`src/rtl/axis_trans_pipe.sv`:
```
// Multi-lane saturating s +/- f adder with a two-stage valid/ready pipeline.
// Emits per-lane sign/magnitude and counts output beats that saturated.
`timescale 1ns/1ps
module axis_trans_pipe #(
  parameter int M     = 4,
  parameter int N     = 8,
  parameter int LANES = 4,
  parameter int CNT_W = 16
) (
  input  logic                     clk,
  input  logic                     rst_n,
  input  logic                     in_valid,
  output logic                     in_ready,
  input  logic [LANES*(M+N)-1:0]   f_in,
  input  logic [LANES*(M+N)-1:0]   s_in,
  input  logic [LANES-1:0]         mode,
  output logic                     out_valid,
  input  logic                     out_ready,
  output logic [LANES-1:0]         sign,
  output logic [LANES*(M+N)-1:0]   mag,
  output logic [LANES-1:0]         ovf,
  output logic [CNT_W-1:0]         sat_cnt,
  input  logic                     cnt_clr
);

  localparam int W = M + N;
  localparam logic [W-1:0] MAX_VAL = {1'b0, {(W-1){1'b1}}};
  localparam logic [W-1:0] MIN_VAL = {1'b1, {(W-1){1'b0}}};

  logic [LANES*W-1:0] sat_val;
  logic [LANES-1:0]   sat_ovf;
  logic [LANES*W-1:0] s1_val;
  logic [LANES-1:0]   s1_ovf;
  logic               v1;
  logic               v2;
  logic [LANES*W-1:0] mag_next;
  logic [LANES-1:0]   sign_next;
  logic               load2;

  for (genvar k = 0; k < LANES; k++) begin : g_lane
    logic signed [W:0] a;
    logic signed [W:0] b;
    logic signed [W:0] r;
    logic [W-1:0]      v;

    // One guard bit is enough: overflow shows up as the top two bits disagreeing.
    assign a = {s_in[k*W+W-1], s_in[k*W +: W]};
    assign b = {f_in[k*W+W-1], f_in[k*W +: W]};
    assign r = mode[k] ? (a - b) : (a + b);
    assign sat_ovf[k] = r[W] ^ r[W-1];
    assign sat_val[k*W +: W] = sat_ovf[k] ? (r[W] ? MIN_VAL : MAX_VAL) : r[W-1:0];

    // The most negative value negates to itself, which reads correctly as unsigned.
    assign v = s1_val[k*W +: W];
    assign sign_next[k] = v[W-1];
    assign mag_next[k*W +: W] = v[W-1] ? (~v + 1'b1) : v;
  end

  assign in_ready  = !v1 || !v2 || out_ready;
  assign load2     = !v2 || out_ready;
  assign out_valid = v2;

  always_ff @(posedge clk or negedge rst_n) begin
    if (!rst_n) begin
      v1     <= 1'b0;
      s1_val <= '0;
      s1_ovf <= '0;
    end else if (in_ready) begin
      v1 <= in_valid;
      if (in_valid) begin
        s1_val <= sat_val;
        s1_ovf <= sat_ovf;
      end
    end
  end

  always_ff @(posedge clk or negedge rst_n) begin
    if (!rst_n) begin
      v2   <= 1'b0;
      sign <= '0;
      mag  <= '0;
      ovf  <= '0;
    end else if (load2) begin
      v2 <= v1;
      if (v1) begin
        sign <= sign_next;
        mag  <= mag_next;
        ovf  <= s1_ovf;
      end
    end
  end

  // Clear wins over a coincident increment; the count sticks at all-ones.
  always_ff @(posedge clk or negedge rst_n) begin
    if (!rst_n) begin
      sat_cnt <= '0;
    end else if (cnt_clr) begin
      sat_cnt <= '0;
    end else if (v2 && out_ready && (|ovf) && (sat_cnt != {CNT_W{1'b1}})) begin
      sat_cnt <= sat_cnt + CNT_W'(1);
    end
  end

endmodule
```
`config.mk`:
```
export PLATFORM = sky130hd
export DESIGN_NAME = axis_trans_pipe
export DESIGN_NICKNAME = d
export VERILOG_FILES = /design/src/rtl/axis_trans_pipe.sv
export SDC_FILE = /design/constraint.sdc
export NUM_CORES = 1
export LEC_CHECK = 0
export BUFFER_PORTS_ARGS = -buffer_cell sky130_fd_sc_hd__buf_2
export CORE_UTILIZATION = 50
export DETAILED_ROUTE_END_ITERATION = 8
export PLACE_DENSITY = 0.72
export SLEW_MARGIN = 20
export SYNTH_ARGS = -nofsm -noshare
export SYNTH_HDL_FRONTEND = slang
export SYNTH_SLANG_ARGS = --single-unit
```
`constraint.sdc`:
```
create_clock -name clk -period 2.4 [get_ports clk]
set_input_delay 0.12 -clock clk [delete_from_list [all_inputs] [get_ports clk]]
set_output_delay 0.12 -clock clk [all_outputs]
set_load 0.01 [all_outputs]
```
Yosys cells after proc, flatten, opt, wreduce, memory -nomap -nowiden

Index checks and enable logic that the tools add are counted.

Add/subtract/negate cells: 13
Eq/ne operators: 1
Muxes and demuxes: 18
Bitwise gates (word level): 8
Reductions and logical operators: 12

Operators with widths:

| operator                                      | count |
|---|---|
| 2-to-1 mux 12 bit                             | 12 |
| adder 12 x 12 -> 13 bit                       | 4 |
| 2-to-1 mux 13 bit                             | 4 |
| subtractor 12 x 12 -> 13 bit                  | 4 |
| adder 12 x 1 -> 12 bit, second input constant | 4 |
| NOT 12 bit                                    | 4 |
| 2-to-1 mux 16 bit                             | 2 |
| adder 16 x 1 -> 16 bit, second input constant | 1 |
| inequality test 16 bit, second input constant | 1 |
| AND reduction 2 bit                           | 2 |
| OR reduction 4 bit                            | 1 |
| XOR 1 bit                                     | 4 |
| logical AND 1 bit                             | 3 |
| logical OR 1 bit                              | 3 |
| zero test 1 bit                               | 2 |
| nonzero test 2 bit                            | 1 |

Bits in registers: 126
Output and inout port bits: 74
Logic and storage cells: 60

Logic depth before layout (Yosys ltp)

Word-level depth: 5
Gate-level depth with buffers: 16

Worst setup path after synthesis

No wires, ideal clock.

Path type: input to register
Start point: input f_in[4]
End point: register s1_ovf[0]
Setup time: 0.124 ns
Arrival time: 2.839 ns
Path slack: -0.563 ns
Cell stages on the path: 15
Path buffers: 2
Path through: nor4_1 > nor2b_1 > and3b_1 > a21oi_1 > xnor2_1 > ha_1 > buf_2 > a21oi_1 > o211ai_1 > a311o_1 > nand3_1 > xnor2_1 > buf_2 > nor3_1 > a211o_1

Longest elaborated chain between the ends: 3
Elaborated cells on any way between the ends: 4

Ends and longest elaborated chain:

| element                                                                 | RTL line | source |
|---|---|---|
| start: declaration                                                      | 14       | `input logic [LANES*(M+N)-1:0] f_in,` |
| adder 12 x 12 -> 13 bit or subtractor 12 x 12 -> 13 bit (tied branches) | 49       | `assign r = mode[k] ? (a - b) : (a + b);` |
| 2-to-1 mux 13 bit (*)                                                   | 49       |  |
| XOR 1 bit (*)                                                           | 50       | `assign sat_ovf[k] = r[W] ^ r[W-1];` |
| end signal: assignment                                                  | 72       | `s1_ovf <= sat_ovf;` |
| end: declaration                                                        | 33       | `logic [LANES-1:0] s1_ovf;` |

Every way passes the cells marked *; elsewhere a longest branch is shown, timed or not.
A chain may end at the register's enable or synchronous reset.

Worst setup path in the final report

Start point: input f_in[4]
End point: register s1_val[7]

Longest elaborated chain between the ends: 4
Elaborated cells on any way between the ends: 6

Ends and longest elaborated chain:

| element                                                                 | RTL line | source |
|---|---|---|
| adder 12 x 12 -> 13 bit or subtractor 12 x 12 -> 13 bit (tied branches) | 49       |  |
| 2-to-1 mux 13 bit (*)                                                   | 49       |  |
| 2-to-1 mux 12 bit or XOR 1 bit (tied branches)                          | 51, 50   |  |
| 2-to-1 mux 12 bit (*)                                                   | 51       | `assign sat_val[k*W +: W] = sat_ovf[k] ? (r[W] ? MIN_VAL : MAX_VAL) : r[W-1:0];` |
| end signal: assignment                                                  | 71       | `s1_val <= sat_val;` |
| end: declaration                                                        | 32       | `logic [LANES*W-1:0] s1_val;` |

Marks and branches as above.

==> results.md <==
* Outcome: finished, violations left
* Failing checks: DRC, setup timing
* Clk_lat worst skew at 0.41 ns
* Initial Util at 0.5146
* DR iter-0 viols at 419
* Hold Path Class: input port to register
* Syn avg cell area at 8.378 sq um
* Clk_skew at 0.006218 ns
* Most used DFF post-synth: dfrtp_1
* Worst r2r path cells at 8
* Post-Layout Cell Count at 1718
* Register area at 3153 sq um
* #FFs+latches synth at 126
* Uppermost layer routed: met4
* CP startpoint: f_in[4]
* CTS root buf: clkbuf_16
* Total power divided by cell area at 853.9 nW/um^2
* Routed len/inst at 14.15 um
* CORE AREA at 18090 sq um
* Hold slack final at 0.05362 ns
* Slowest CP cell: ha_1
* H-tree depth at 4
* Die Span X at 138.4 um
* Period utilization at 1.089
* RR Endpoint: sat_cnt[14]
* DRC at 26
* Vias per std cell at 5.377
* Post-synth cell types at 66
* Worst-path clk slew at 0.06 ns
* Routability congestion estimate from global placement at 0.8580
* Global-route wire length before repair at 39.25 mm
* CTS buffer count at 17
* Slew Viols, Final at 0
* Final hold vios at 0
* CTS tree: yes
* RSZ-0062 raised after global routing: true
* I/O pin cnt at 179
* Grt total ovfl at 0
* Flop2flop setup slack at 0.20 ns
* Fill cells at 1377
* Area Growth Syn to Fin at 43.69%
* Top cells by area, synth: dfrtp_1, ha_1, xnor2_1
* Crit path kind: input port to register
* Startpoint types: input port
* DRT antenna net count at 0
* Area taken by multi-input logic gates at 6417 sq um
* Leading area contributor after synthesis: dfrtp_1
* Worst Path Arrival at 2.95 ns
* Clk sinks at 126
* Mapped cell area at 9308 sq um
* DR WL met2 at 12.14 mm
* Vias at 9238
* Max transition margin at 0.5255
* Post-Syn Instances at 1111
* Synth async-reset ratio at 1.000
* Die area at 19170 sq um
* Most frequent cells in the layout: buf_4, buf_2, nand2_1
* Crit-path cells: buf_6 -> nor4_4 -> nor2b_4 -> and3b_2 -> a21oi_2 -> xnor2_1 -> ha_1 -> a21oi_2 -> o211ai_1 -> a21oi_1 -> nand3_2 -> xnor2_4 -> buf_6 -> maj3_2 -> o21ai_2
* Syn Nets at 1277
* Post-synthesis sequential area ratio at 0.3388
* Die Y at 138.4 um
* Nets at 1642
* Slowest Stage Delay on Critical Path at 0.34 ns
* Port buffer count at 178
* WP data required at 2.74 ns
* Total power at 11.42 mW
* Setup violators final at 26
* CP max FO at 6
* FP Rows at 49
* Number of synthesized flops with an enable pin at 0
* Met3 routed WL at 823 um
* Placed Cells at 1663
* Initial antenna violation count at 0
* Clock Tree Buf Depth at 2
* Worst-margin pin slew at 0.7093 ns
* Routed met1 length at 11.00 mm
* Top-area cell type share of the netlist area at 0.3388
* Core Util, Final at 0.7395
* Commonest non-fill, non-tap cell in the layout: buf_4
* Tot GR Track Use at 0.2458
* Post-detail-place hpwl at 17.51 mm
* Crit path capture type: register
* # diodes at 0
* Drt pass-1 iters at 7
* Number of global-route vias before repair at 8692
* P_leak at 6.354 nW
* Worst VDD drop at 530.3 uV
* F_max at 382.7 MHz
* Max Cap Viol at 0
* Clock period minus worst slack at 2.613 ns
* Yosys warnings at 0
* Crit path to: s1_val[7]
* Final WS setup at -0.2128 ns
* TNS Setup at -2.772 ns
* RR Startpoint: sat_cnt[0]
* Drt total wl at 24.30 mm
* Largest net degree at the start of global routing at 127
* Share of layout cells above drive strength 1 at 0.3687
-- where the power goes --
part / internal, mW / switching [mW]
sequential: 2.88 / 0.684
clock: 1.67 / 0.952
combinational: 2.58 / 2.66
-- metrics by stage --
stage	setup WS, ns	area (sq um)
CTS	-0.1076	12940
detailed placement	-0.6733	12050
finish	-0.2128	13370
global route	-0.3533	13370
floorplan	-0.3049	9599
global placement	-0.5459	12050
-- synth_stat cells (5+ instances only) --
library cell	count
o21a_1	5
and3_1	14
nand3_1	18
nor2b_1	14
a21o_1	7
inv_1	48
buf_2	6
a22oi_1	9
xor2_1	48
o211ai_1	6
o22ai_1	8
nand2b_1	17
nor3_1	29
a21oi_1	80
clkbuf_1	28
nor2_1	69
maj3_1	9
nor4_1	5
a31oi_1	14
and2_1	5
mux2i_1	14
buf_1	9
xnor2_1	80
ha_1	57
o21ai_1	13
a211oi_1	5
nand2_1	145
o31ai_1	17
dfrtp_1	126
or3_1	16
o21ai_0	121
mux2_2	8
-- flip-flops by register name (all words and copies together), names as in the netlist --
register   flops
ovf            4
mag           48
s1_val        48
sat_cnt       16
v1             1
s1_ovf         4
out_valid      1
sign           4
-- how the worst min path moves through the flow --
stage                     startpoint    endpoint  slack, ns  cells after the start
after global placement         rst_n  sat_cnt[4]       0.28                      2
after global routing       out_ready   out_valid       0.06                      3
after CTS                  out_ready   out_valid       0.02                      3
after detailed placement       rst_n  sat_cnt[4]       0.28                      2
final                      out_ready   out_valid       0.05                      3
after floorplan                rst_n      mag[0]      -0.18                      0
-- per-layer routing --
| metal | track usage | up-vias |
|---|---|---|
| met5 | 0 | - |
| met4 | 0.05322 | 0 |
| met3 | 0.03464 | 27 |
| met2 | 0.4325 | 185 |
| met1 | 0.3205 | 4367 |
| li1 | - | 4659 |
-- kinds of logic after synthesis --
logic type               Yosys count  share of synthesized area
XOR/XNOR                         129                     0.1222
AO/OA/AOI/OAI                    320                     0.2034
AND/OR/NAND/NOR                  352                     0.1773
multiplexers                      22                    0.02473
buffers and inverters             92                    0.03871
adder cells (fa/ha/maj)           70                    0.09491
flip-flops                       126                     0.3388
-- worst max-delay path, delay by kind of cell --
kind / cells / cell delay [ns]
simple gates: 4 / 0.85
compound gates: 5 / 0.73
fa+ha+maj: 2 / 0.64
xor+xnor: 2 / 0.32
buf+inv: 2 / 0.26
-- layout make-up --
cell class / instances / area share
multi-input combinational: 894 / 0.4798
sequential: 126 / 0.2358
timing repair buffer: 389 / 0.2042
clock buffer: 20 / 0.03340
tap: 229 / 0.02142
inverter: 48 / 0.01347
clock inverter: 12 / 0.01188
-- repair_timing --
item	in CTS	in global routing
gates resized for setup	42	72
endpoints found under the setup margin	28	51
pin swaps	49	32
hold endpoints to repair	127	0
hold buffers	2	0
cloned	2	3
setup buffers	10	6
Power figures use the tool's default switching activity.
